==> src/rtl/mult3_seq_ctrl_pkg.sv <==
// Shared definitions for the mult3_seq_ctrl sequential multiplier.
// Contents:
//   WIDTH_DEF - default operand width
//   state_t   - controller state encoding (2'd3 is illegal and recovers to IDLE)
package mult3_seq_ctrl_pkg;

    localparam int WIDTH_DEF = 3;

    typedef enum logic [1:0] {
        ST_IDLE = 2'd0,
        ST_ADD  = 2'd1,
        ST_DONE = 2'd2
    } state_t;

endpackage : mult3_seq_ctrl_pkg

==> src/rtl/mult3_seq_ctrl_add_nbit.sv <==
// Parameterised combinational ripple-carry adder.
// Ports:
//   A, B - WIDTH-bit unsigned addends
//   sum  - WIDTH-bit sum
//   cy   - carry out of the most significant bit
module add_nbit
    import mult3_seq_ctrl_pkg::*;
#(
    parameter int WIDTH = WIDTH_DEF
) (
    input  logic [WIDTH-1:0] A,
    input  logic [WIDTH-1:0] B,
    output logic [WIDTH-1:0] sum,
    output logic             cy
);

    logic [WIDTH:0] carry_s;

    // Ripple the carry from bit 0 upward, one full adder per bit.
    always_comb begin
        carry_s    = {(WIDTH+1){1'b0}};
        sum        = {WIDTH{1'b0}};
        for (int i = 0; i < WIDTH; i++) begin
            sum[i]       = A[i] ^ B[i] ^ carry_s[i];
            carry_s[i+1] = (A[i] & B[i]) | (carry_s[i] & (A[i] ^ B[i]));
        end
        cy = carry_s[WIDTH];
    end

endmodule : add_nbit

==> src/rtl/mult3_seq_ctrl.sv <==
// Sequential shift-and-add multiplier controller.
// One adder pass per multiplier bit; product presented with a one-cycle done pulse.
// Ports:
//   clk, rst_n   - clock, asynchronous active-low reset
//   start        - request a multiply (accepted only while ready=1)
//   A, B         - multiplicand / multiplier, captured on the accepting edge
//   ready        - high in IDLE and DONE
//   busy         - high in ADD
//   done         - one-cycle pulse when product becomes valid
//   product      - {acc, q}, held until the next multiply completes
module mult3_seq_ctrl
    import mult3_seq_ctrl_pkg::*;
#(
    parameter int WIDTH = WIDTH_DEF
) (
    input  logic                 clk,
    input  logic                 rst_n,
    input  logic                 start,
    input  logic [WIDTH-1:0]     A,
    input  logic [WIDTH-1:0]     B,
    output logic                 ready,
    output logic                 busy,
    output logic                 done,
    output logic [2*WIDTH-1:0]   product
);

    // One extra bit so the counter reaches WIDTH-1 without wrapping for any WIDTH.
    localparam int CNT_W = $clog2(WIDTH) + 1;

    state_t             state_r;
    state_t             state_nxt_s;
    logic [WIDTH-1:0]   acc_r;
    logic [WIDTH-1:0]   q_r;
    logic [WIDTH-1:0]   mcand_r;
    logic [CNT_W-1:0]   cnt_r;
    logic [2*WIDTH-1:0] product_r;
    logic               ready_r;
    logic               busy_r;
    logic               done_r;

    logic               load_s;
    logic               step_s;
    logic               cap_s;
    logic [WIDTH-1:0]   addend_s;
    logic [WIDTH-1:0]   sum_s;
    logic               cy_s;
    logic [WIDTH-1:0]   acc_nxt_s;
    logic [WIDTH-1:0]   q_nxt_s;

    // Add the multiplicand only when the current multiplier bit is set.
    always_comb begin
        if (q_r[0]) begin
            addend_s = mcand_r;
        end else begin
            addend_s = {WIDTH{1'b0}};
        end
    end

    add_nbit #(.WIDTH(WIDTH)) u_add (
        .A   (acc_r),
        .B   (addend_s),
        .sum (sum_s),
        .cy  (cy_s)
    );

    // {c,s,q} >> 1: carry enters the acc MSB, sum LSB enters the q MSB.
    always_comb begin
        acc_nxt_s = {cy_s, sum_s[WIDTH-1:1]};
        q_nxt_s   = {sum_s[0], q_r[WIDTH-1:1]};
    end

    // Next-state and datapath control decode.
    always_comb begin
        state_nxt_s = state_r;
        load_s      = 1'b0;
        step_s      = 1'b0;
        cap_s       = 1'b0;
        case (state_r)
            ST_IDLE: begin
                if (start) begin
                    load_s      = 1'b1;
                    state_nxt_s = ST_ADD;
                end else begin
                    state_nxt_s = ST_IDLE;
                end
            end
            ST_ADD: begin
                step_s = 1'b1;
                if (cnt_r == CNT_W'(WIDTH - 1)) begin
                    cap_s       = 1'b1;
                    state_nxt_s = ST_DONE;
                end else begin
                    state_nxt_s = ST_ADD;
                end
            end
            ST_DONE: begin
                if (start) begin
                    load_s      = 1'b1;
                    state_nxt_s = ST_ADD;
                end else begin
                    state_nxt_s = ST_IDLE;
                end
            end
            default: begin
                state_nxt_s = ST_IDLE;
            end
        endcase
    end

    // State register plus status outputs registered from the next state.
    always_ff @(posedge clk or negedge rst_n) begin
        if (!rst_n) begin
            state_r <= ST_IDLE;
            ready_r <= 1'b1;
            busy_r  <= 1'b0;
            done_r  <= 1'b0;
        end else begin
            state_r <= state_nxt_s;
            ready_r <= (state_nxt_s == ST_IDLE) || (state_nxt_s == ST_DONE);
            busy_r  <= (state_nxt_s == ST_ADD);
            done_r  <= (state_nxt_s == ST_DONE);
        end
    end

    // Operand load, shift-add iteration and product capture.
    always_ff @(posedge clk or negedge rst_n) begin
        if (!rst_n) begin
            acc_r     <= {WIDTH{1'b0}};
            q_r       <= {WIDTH{1'b0}};
            mcand_r   <= {WIDTH{1'b0}};
            cnt_r     <= {CNT_W{1'b0}};
            product_r <= {(2*WIDTH){1'b0}};
        end else begin
            if (load_s) begin
                mcand_r <= A;
                q_r     <= B;
                acc_r   <= {WIDTH{1'b0}};
                cnt_r   <= {CNT_W{1'b0}};
            end else if (step_s) begin
                acc_r   <= acc_nxt_s;
                q_r     <= q_nxt_s;
                cnt_r   <= cnt_r + CNT_W'(1);
            end
            // Product only moves on the final iteration, so it holds through IDLE
            // and the next multiply's ADD cycles.
            if (cap_s) begin
                product_r <= {acc_nxt_s, q_nxt_s};
            end
        end
    end

    assign ready   = ready_r;
    assign busy    = busy_r;
    assign done    = done_r;
    assign product = product_r;

endmodule : mult3_seq_ctrl
==> config.mk <==
export PLATFORM = sky130hd
export DESIGN_NAME = mult3_seq_ctrl
export DESIGN_NICKNAME = d
export VERILOG_FILES = /design/src/rtl/mult3_seq_ctrl_pkg.sv /design/src/rtl/mult3_seq_ctrl_add_nbit.sv /design/src/rtl/mult3_seq_ctrl.sv
export SDC_FILE = /design/constraint.sdc
export NUM_CORES = 1
export LEC_CHECK = 0
export ABC_AREA = 1
export ABC_CLOCK_PERIOD_IN_PS = 2400
export BUFFER_PORTS_ARGS = -buffer_cell sky130_fd_sc_hd__buf_2
export CORE_MARGIN = 10
export CORE_UTILIZATION = 53
export CTS_CLUSTER_DIAMETER = 50
export DETAILED_ROUTE_END_ITERATION = 12
export PLACE_DENSITY = 0.82
export SLEW_MARGIN = 10
export SYNTH_ARGS = -nofsm -noshare
export SYNTH_HDL_FRONTEND = slang
export SYNTH_SLANG_ARGS = --single-unit
==> constraint.sdc <==
create_clock -name clk -period 2.4 [get_ports clk]
set_input_delay 0.24 -clock clk [delete_from_list [all_inputs] [get_ports clk]]
set_output_delay 0.24 -clock clk [all_outputs]
set_load 0.02 [all_outputs]
==> results of run 1 <==
[kinds of logic (layout without fill, tap and decap cells)]
logic type,after synthesis,count (layout),share of synthesized area
AOI/OAI and AO/OA,7,7,0.0337
and+or+nand+nor,59,59,0.257
DFF,23,23,0.555
adders and majority gates,5,5,0.0747
buffers and inverters,17,36,0.0795
[stage by stage]
stage	area [sq um]	hold WS, ns
after CTS	1160	0.121
after floorplan	1040	-0.0556
final	1160	0.126
after detailed placement	1120	0.238
after global placement	1120	0.231
after global routing	1160	0.127
[layer usage]
layer | share of wire | up-vias | wire length [microns]
met3 | 0.063 | 2 | 115
li1 | - | 385 | -
met5 | 0 | - | 0
met4 | 0.0072 | 0 | 13
met2 | 0.46 | 21 | 827
met1 | 0.47 | 336 | 859
[synth_stat cells (2+ instances only)]
master	instances
dfrtp_1	22
inv_1	13
o21ai_0	6
nand3_1	15
buf_6	2
ha_1	3
nand2_1	37
fa_1	2
[state kept, by name (all words and copies together), names as in the netlist]
signal and flops:
acc_r 3, busy 1, cnt_r 3, done 1, mcand_r 3, product 6, q_r 3, ready 1
state_r 2
[layout make-up]
type                    instances  area share
multi-input cells              71       0.326
well taps                      25      0.0269
flip-flops and latches         23       0.496
inverters                      14      0.0452
clock buffers                   3      0.0194
repair buffers                 18      0.0818
clock inverters                 1     0.00431
[worst paths after layout]
kind | start | end | slack, ns | cells after the start
max | q_r[0] | acc_r[1] | 0.59 | 9
min | A[2] | mcand_r[2] | 0.13 | 3
max reg2reg | q_r[0] | acc_r[1] | 0.59 | 9
min reg2reg | product[1] | product[1] | 0.48 | 2
max in group asynchronous | rst_n | ready | 1.63 | 2
min in group asynchronous | rst_n | acc_r[1] | 0.42 | 2
[worst min-delay path: cells and delay by family]
kind                   cells  cell delay [ns]
and+or+nand+nor            2             0.08
buffers and inverters      1             0.07
[layout by cell type (no fill, tap or decap), types with 2 or more instances in the layout]
cell	n
ha_1	3
buf_2	17
inv_1	13
o21ai_0	6
clkbuf_4	3
nand3_1	15
fa_1	2
nand2_1	37
dfrtp_1	22
[where the power goes]
group / internal [W] / total, W / switching (W)
sequential: 0.000555 / 0.000646 / 0.0000914
clock: 0.0000620 / 0.000172 / 0.000110
combinational: 0.000207 / 0.000623 / 0.000416
[what timing repair did]
| item | in CTS | in global routing |
|---|---|---|
| hold buffers | 1 | 0 |
| buffers inserted | 0 | 0 |
| hold endpoints to repair | 22 | 0 |
==> impl_metrics.env, run 1 <==
export IMPL_busiest_layer="met2"
export IMPL_grtUsageMet2=0.150
export IMPL_wl_microns=1820
export IMPL_stdcell_count=155
export IMPL_viasPerCell=4.80
export IMPL_multiInputGateArea_sq_um=379
export IMPL_max_freq_mhz=551
export IMPL_gp_congestion=0.770
export IMPL_diodes=0
export IMPL_synth_area_sq_um=1040
export IMPL_antenna_found_initial=0
export IMPL_required_ns=2.59
export IMPL_fin_crit_sh=0.756
export IMPL_io_pins=18
export IMPL_syn_inst=111
export IMPL_post_dp_hpwl_microns=1340
export IMPL_drt_pass1_iter_count=5
export IMPL_synth_cell_types=19
export IMPL_synth_top_area_frac=0.530
export IMPL_ys_ff_latch=23
export IMPL_drive_gt1_frac=0.215
export IMPL_grt_pass1_wl_microns=3150
export IMPL_yosysWarningCount=0
export IMPL_finalSetupTns_ns=0
export IMPL_cts_sinks=23
export IMPL_initial_core_util=0.582
export IMPL_crit_chain="nand2_1 > inv_1 > ha_1 > inv_1 > fa_1 > fa_1 > inv_1 > nand2_1 > o21ai_0"
export IMPL_cp_common_cell="inv_1"
export IMPL_syn_to_final_growth_pct=11.9
export IMPL_die_area_sq_um=4130
export IMPL_wl_per_cell_microns=11.7
export IMPL_htreeDepth=1
export IMPL_tightestPinTransition_ns=0.489
export IMPL_grt_pass1_vias=751
export IMPL_place_inst=150
export IMPL_max_clock_path_buffers=2
export IMPL_slew_viol_final=0
export IMPL_seqCellArea_sq_um=577
export IMPL_maxCapViolCount=0
export IMPL_drc_errors=0
export IMPL_syn_avg_cell_area_sq_um=9.36
export IMPL_synthTopCellsByArea="dfrtp_1, nand2_1, nand3_1"
export IMPL_path_buf_inv=3
export IMPL_worst_ep_arrival_time_ns=2.01
export IMPL_leakagePower_nw=0.653
export IMPL_fin_ws_ns=0.586
export IMPL_die_h_microns=64.3
export IMPL_ys_seq_area_frac=0.555
export IMPL_use_met3=0.0348
export IMPL_final_hold_violation_count=0
export IMPL_p_per_area_nw_per_um2=1240
export IMPL_slew_headroom=0.674
export IMPL_cpMaxStageDelayCell="fa_1"
export IMPL_antenna_left=0
export IMPL_final_util=0.652
export IMPL_async_flop_share=1.00
export IMPL_ctsResizeCount=0
export IMPL_setup_violations_final=0
export IMPL_path_class="flip-flop to flip-flop"
export IMPL_synth_edf_count=0
export IMPL_status="complete, no violations"
export IMPL_grt_usage=0.0911
export IMPL_skew_ns=0.00223
export IMPL_critPathTopFamily="adder cells"
export IMPL_dp_worst_setup_slack_ns=0.610
export IMPL_grt_use_met1=0.108
export IMPL_num_vias=744
export IMPL_clock_latency_ns=0.30
export IMPL_startpoint_type="flip-flop"
export IMPL_synth_top_area_cell="dfrtp_1"
export IMPL_ys_flop_type="dfrtp_1"
export IMPL_total_power_w=0.00144
export IMPL_slowest_delay_ns=0.48
export IMPL_cts_tree="built"
export IMPL_period_minus_slack_ns=1.81
export IMPL_finalNetCount=145
export IMPL_hp_class="primary input to flip-flop"
export IMPL_clockRootBuffer="clkbuf_4"
export IMPL_numCtsBuffers=3
export IMPL_num_rows=15
export IMPL_rsz0062_at_grt="no"
export IMPL_core_sq_um=1780
export IMPL_cp_max_fo=4
export IMPL_drt_initial_drc_count=18
export IMPL_clkTransAtPathRegs_ns=0.12
export IMPL_portBuffers=17
export IMPL_crit_path_end_kind="flip-flop"
export IMPL_peakVddDrop_mv=0.612
export IMPL_die_width_microns=64.3
export IMPL_overflow=0
export IMPL_fillers=150
export IMPL_grt_max_degree=24
export IMPL_synth_nets=125
(Power assumes the default switching activity.)
==> inputs of run 2 (changes only) <==
--- a/config.mk
+++ b/config.mk
@@ -5,14 +5,14 @@
 export SDC_FILE = /design/constraint.sdc
 export NUM_CORES = 1
 export LEC_CHECK = 0
-export ABC_AREA = 1
-export ABC_CLOCK_PERIOD_IN_PS = 2400
+export ABC_AREA = 0
+export ABC_CLOCK_PERIOD_IN_PS = 1700
 export BUFFER_PORTS_ARGS = -buffer_cell sky130_fd_sc_hd__buf_2
 export CORE_MARGIN = 10
-export CORE_UTILIZATION = 53
+export CORE_UTILIZATION = 54
 export CTS_CLUSTER_DIAMETER = 50
 export DETAILED_ROUTE_END_ITERATION = 12
-export PLACE_DENSITY = 0.82
+export PLACE_DENSITY = 0.83
 export SLEW_MARGIN = 10
 export SYNTH_ARGS = -nofsm -noshare
 export SYNTH_HDL_FRONTEND = slang
==> constraint.sdc (replaced) <==
create_clock -name clk -period 1.7 [get_ports clk]
set_input_delay 0.17 -clock clk [delete_from_list [all_inputs] [get_ports clk]]
set_output_delay 0.17 -clock clk [all_outputs]
set_load 0.02 [all_outputs]
==> impl_metrics.env, run 2 <==
export IMPL_slew_headroom=0.661
export IMPL_final_cell_mix="dfrtp_1, buf_2, nand2_1, inv_1"
export IMPL_synth_nets=106
export IMPL_timing_rr_start="q_r[0]"
export IMPL_startpoint_type="flip-flop"
export IMPL_ys_flop_type="dfrtp_1"
export IMPL_worstRegToRegCells=7
export IMPL_synthTopCellsByArea="dfrtp_1, mux2_4, a22o_1"
export IMPL_final_hold_violation_count=0
export IMPL_overflow=0
export IMPL_htreeDepth=1
export IMPL_cp_max_fo=2
export IMPL_synth_most_common_cell="dfrtp_1"
export IMPL_gp_congestion=0.801
export IMPL_die_h_microns=64.8
export IMPL_finalSetupTns_ns=-0.494
export IMPL_hold_depth=2
export IMPL_viasPerCell=5.13
export IMPL_rr_endpoint="acc_r[1]"
export IMPL_swShare=0.386
export IMPL_drt_initial_drc_count=24
export IMPL_slew_viol_final=0
export IMPL_clkTransAtPathRegs_ns=0.12
export IMPL_setup_violations_final=3
export IMPL_rsz0062_at_grt="yes"
export IMPL_peakVddDrop_mv=1.00
export IMPL_syn_inst=92
export IMPL_numCtsBuffers=3
export IMPL_clockRootBuffer="clkbuf_4"
export IMPL_drc_errors=0
export IMPL_pwr_share_clk=0.106
export IMPL_cts_tree="built"
export IMPL_max_freq_mhz=511
export IMPL_synth_top_area_cell="dfrtp_1"
export IMPL_min_from="A[1]"
export IMPL_fillers=171
export IMPL_clock_latency_ns=0.30
export IMPL_async_flop_share=1.00
export IMPL_tightestPinTransition_ns=0.508
export IMPL_total_power_w=0.00232
export IMPL_antenna_left=0
export IMPL_synth_top_area_frac=0.507
export IMPL_synth_edf_count=0
export IMPL_grt_usage=0.109
export IMPL_drt_pass1_iter_count=4
export IMPL_drive_gt1_frac=0.368
export IMPL_maxCapViolCount=0
export IMPL_yosysWarningCount=0
export IMPL_path_buf_inv=1
export IMPL_skew_ns=0.00188
export IMPL_cts_sinks=23
export IMPL_required_ns=1.91
export IMPL_cpMaxStageDelayCell="fa_1"
export IMPL_largest_register_ffs=6
export IMPL_fin_ws_ns=-0.256
export IMPL_wl_per_cell_microns=14.6
export IMPL_period_minus_slack_ns=1.96
export IMPL_power_frac_seq=0.407
export IMPL_die_width_microns=64.8
export IMPL_pwr_share_comb=0.487
export IMPL_diodes=0
export IMPL_wl_microns=2100
export IMPL_whs_ns=0.0948
export IMPL_leakagePower_nw=0.617
export IMPL_grt_pass1_vias=794
export IMPL_portBuffers=17
export IMPL_synthTopCellsByCount="dfrtp_1, nand2_1, inv_1"
export IMPL_ys_seq_area_frac=0.531
export IMPL_num_vias=739
export IMPL_syn_avg_cell_area_sq_um=11.8
export IMPL_synth_area_sq_um=1090
export IMPL_syn_to_final_growth_pct=18.2
export IMPL_grt_pass1_wl_microns=3700
export IMPL_initial_core_util=0.559
export IMPL_crit_path_end_kind="flip-flop"
export IMPL_r2r_setup_slack_ns=-0.26
export IMPL_finalNetCount=132
export IMPL_dp_worst_setup_slack_ns=-0.245
export IMPL_hold_path_end="mcand_r[1]"
export IMPL_ys_ff_latch=23
export IMPL_post_dp_hpwl_microns=1530
export IMPL_violations="negative setup slack"
export IMPL_p_per_area_nw_per_um2=1810
export IMPL_fin_crit_sh=1.15
export IMPL_critPathTopFamily="adder cells"
export IMPL_power_internal_w=0.00142
export IMPL_num_rows=16
export IMPL_worst_ep_arrival_time_ns=2.16
export IMPL_status="finished, violations left"
export IMPL_core_sq_um=1940
export IMPL_die_area_sq_um=4200
export IMPL_crit_chain="and2_4 > ha_4 > inv_2 > fa_2 > fa_1 > o21ai_1 > a22o_1"
export IMPL_hp_class="primary input to flip-flop"
export IMPL_synth_cell_types=27
export IMPL_max_clock_path_buffers=2
export IMPL_slowest_delay_ns=0.54
export IMPL_final_common_cell="dfrtp_1"
export IMPL_grt_max_degree=24
export IMPL_netSwitchingPower_w=0.000895
export IMPL_path_class="flip-flop to flip-flop"
export IMPL_io_pins=18
export IMPL_antenna_found_initial=0
[run 2: cell types whose count changed in the layout (fill, tap and decap cells not counted), moves of 3 or more]
| cell | previous run | this run |
|---|---|---|
| o21ai_0 | 6 | 2 |
| a22o_1 | 0 | 5 |
| buf_4 | 0 | 7 |
| mux2_4 | 0 | 4 |
| o21ai_1 | 1 | 7 |
| a21oi_1 | 0 | 3 |
| nand3_1 | 15 | 0 |
| inv_1 | 13 | 9 |
| nand2_1 | 37 | 11 |
[run 2: cell type report]
type | instances | area [sq um] | share of cell area
tap | 27 | 33.8 | 0.0263
clock buffer | 4 | 26.3 | 0.0205
timing repair buffer | 25 | 148 | 0.115
multi-input combinational | 55 | 462 | 0.360
sequential | 23 | 577 | 0.449
inverter | 10 | 37.5 | 0.0292
[run 2: worst max path at each step]
stage	startpoint	end	slack [ns]	cells past startpoint
after CTS	q_r[0]	acc_r[1]	-0.23	7
after detailed placement	q_r[0]	acc_r[1]	-0.24	7
final	q_r[0]	acc_r[1]	-0.26	7
after global routing	q_r[0]	acc_r[1]	-0.32	7
after global placement	mcand_r[0]	acc_r[1]	-0.19	7
after floorplan	q_r[0]	acc_r[1]	-0.20	7
[run 2: per-layer routing]
layer / vias up / wire, microns / track usage
li1: 362 / - / -
met1: 358 / 904 / 0.123
met2: 15 / 988 / 0.169
met3: 4 / 165 / 0.0533
met4: 0 / 38 / 0.0508
met5: - / 0 / 0
[run 2: per-stage QoR]
| stage | std cells | instance area (sq um) | util |
|---|---|---|---|
| final | 144 | 1280 | 0.661 |
| after global routing | 144 | 1280 | 0.661 |
| after CTS | 144 | 1260 | 0.649 |
| after detailed placement | 138 | 1220 | 0.627 |
| after global placement | 138 | 1220 | 0.627 |
| after floorplan | 92 | 1090 | - |
[run 2: kinds of logic (layout without fill, tap and decap cells)]
group,after synthesis,count (layout),synth area share
AND/OR/NAND/NOR,20,20,0.115
XOR/XNOR,1,1,0.00807
flip-flops,23,23,0.531
adder cells (fa/ha/maj),5,5,0.0714
AO/OA/AOI/OAI,23,23,0.134
multiplexers,6,6,0.0737
buffers and inverters,14,39,0.0668
[run 2: timing repair]
item                                    CTS  global route
resized for setup                         0             7
hold endpoints to repair                 22             0
pin swaps                                 1             7
hold buffers                              1             0
buffers inserted                          1             0
endpoints found under the setup margin    3             5
[run 2: power groups by stage]
stage / registers, W / logic, W / clock network [W]
finish: 0.000943 / 0.00113 / 0.000246
floorplan: 0.00103 / 0.000677 / 0
CTS: 0.000937 / 0.00109 / 0.000262
global route: 0.000973 / 0.00126 / 0.000281
detailed placement: 0.000949 / 0.00106 / 0
global placement: 0.000931 / 0.00103 / 0
==> inputs of run 3 (changes only) <==
--- a/config.mk
+++ b/config.mk
@@ -12,7 +12,7 @@
 export CORE_UTILIZATION = 54
 export CTS_CLUSTER_DIAMETER = 50
 export DETAILED_ROUTE_END_ITERATION = 12
-export PLACE_DENSITY = 0.83
+export PLACE_DENSITY = 0.78
 export SLEW_MARGIN = 10
 export SYNTH_ARGS = -nofsm -noshare
 export SYNTH_HDL_FRONTEND = slang
==> impl_metrics.env, run 3 (synthesis gave the netlist of run 2 again) <==
export IMPL_fin_ws_ns=-0.210
export IMPL_overflow=0
export IMPL_final_hold_violation_count=0
export IMPL_stdcell_count=142
export IMPL_clock_latency_ns=0.31
export IMPL_violations="negative setup slack"
export IMPL_power_internal_w=0.00139
export IMPL_required_ns=1.91
export IMPL_grt_pass1_wl_microns=3280
export IMPL_startpoint_type="flip-flop"
export IMPL_skew_ns=0.00969
export IMPL_worst_ep_arrival_time_ns=2.12
export IMPL_netSwitchingPower_w=0.000868
export IMPL_antenna_left=0
export IMPL_slew_viol_final=0
export IMPL_leakagePower_nw=0.607
export IMPL_drc_errors=0
export IMPL_clockRootBuffer="clkbuf_4"
export IMPL_io_pins=18
export IMPL_syn_to_final_growth_pct=16.7
export IMPL_rsz0062_at_grt="yes"
export IMPL_worstRegToRegCells=7
export IMPL_initial_core_util=0.559
export IMPL_die_width_microns=64.8
export IMPL_pwr_share_comb=0.482
export IMPL_wl_per_cell_microns=13.7
export IMPL_swShare=0.384
export IMPL_status="finished, violations left"
export IMPL_largest_register_ffs=6
export IMPL_final_common_cell="dfrtp_1"
export IMPL_cts_tree="built"
export IMPL_final_cell_mix="dfrtp_1, buf_2, nand2_1, inv_1, o21ai_1"
export IMPL_numCtsBuffers=3
export IMPL_drt_initial_drc_count=9
export IMPL_viasPerCell=4.97
export IMPL_die_h_microns=64.8
export IMPL_die_area_sq_um=4200
export IMPL_wl_microns=1950
export IMPL_power_frac_seq=0.408
export IMPL_portBuffers=17
export IMPL_max_clock_path_buffers=2
export IMPL_htreeDepth=1
export IMPL_clkTransAtPathRegs_ns=0.13
export IMPL_peakVddDrop_mv=1.02
export IMPL_setup_violations_final=2
export IMPL_grt_max_degree=24
export IMPL_cts_sinks=23
export IMPL_grt_usage=0.0956
export IMPL_post_dp_hpwl_microns=1450
export IMPL_finalSetupTns_ns=-0.226
export IMPL_cp_max_fo=2
export IMPL_fin_crit_sh=1.12
export IMPL_place_inst=137
export IMPL_dp_worst_setup_slack_ns=-0.254
export IMPL_gp_congestion=0.775
export IMPL_finalNetCount=130
export IMPL_antenna_found_initial=0
export IMPL_hp_class="primary input to flip-flop"
export IMPL_diodes=0
export IMPL_tightestPinTransition_ns=0.499
export IMPL_drive_gt1_frac=0.357
export IMPL_pwr_share_clk=0.110
export IMPL_crit_path_end_kind="flip-flop"
export IMPL_hold_depth=2
export IMPL_path_class="flip-flop to flip-flop"
export IMPL_core_sq_um=1940
export IMPL_num_rows=16
export IMPL_grt_pass1_vias=749
export IMPL_drt_pass1_iter_count=3
export IMPL_slew_headroom=0.667
export IMPL_max_freq_mhz=524
export IMPL_period_minus_slack_ns=1.91
export IMPL_num_vias=706
export IMPL_maxCapViolCount=0
export IMPL_p_per_area_nw_per_um2=1780
[run 3: changes by cell type in the layout (fill, tap and decap cells not counted), sizes merged]
| cell | previous run | this run |
|---|---|---|
| buf | 24 | 22 |
[run 3: area by class of cell]
type / count / area, sq um
timing repair buffer: 23 / 133
fill: 166 / 674
inverter: 10 / 37.5
tap: 27 / 33.8
clock buffer: 4 / 26.3
sequential: 23 / 577
multi-input combinational: 55 / 460
[run 3: path summary, 6_finish.rpt]
check / to / slack (ns) / from
max: acc_r[1] / -0.21 / mcand_r[0]
min: mcand_r[1] / 0.09 / A[1]
max reg2reg: acc_r[1] / -0.21 / mcand_r[0]
min reg2reg: product[0] / 0.50 / product[0]
max in group asynchronous: ready / 0.98 / rst_n
min in group asynchronous: product[3] / 0.36 / rst_n
[run 3: worst max-delay path: stages (launching register included)]
cell and delay (ns):
dfrtp_1 0.38, and2_4 0.15, ha_4 0.12, inv_2 0.03, fa_2 0.33, fa_2 0.54, o21ai_1 0.06, a22o_1 0.21
[run 3: power by group through the flow]
stage               clock network [W]  logic [W]  registers (W)
finish                       0.000249    0.00109       0.000923
global route                 0.000278    0.00122       0.000951
CTS                          0.000258    0.00108       0.000919
detailed placement                  0    0.00107       0.000926
global placement                    0    0.00104       0.000914
floorplan                           0   0.000677        0.00103
[run 3: metrics by stage]
stage	util	total power, W	hold slack (ns)	area, sq um
after floorplan	-	0.00171	-0.126	1090
after global placement	0.623	0.00195	0.163	1210
after detailed placement	0.623	0.00199	0.166	1210
after CTS	0.642	0.00225	0.0778	1250
after global routing	0.653	0.00245	0.0728	1270
final	0.653	0.00226	0.0858	1270
[run 3: layer usage]
| layer | GRT usage | vias up | wire length (microns) | part of all wire |
|---|---|---|---|---|
| met5 | 0 | - | 0 | 0 |
| met4 | 0.0321 | 0 | 0 | 0 |
| met3 | 0.0223 | 0 | 47 | 0.024 |
| met2 | 0.169 | 5 | 1000 | 0.51 |
| met1 | 0.110 | 345 | 899 | 0.46 |
| li1 | - | 356 | - | - |
[run 3: repair_timing]
action	CTS	global route
gates resized for setup	1	6
pin swaps	3	2
hold buffers	1	0
setup buffers	0	0
setup endpoints to repair	3	4
hold endpoints to repair	22	0
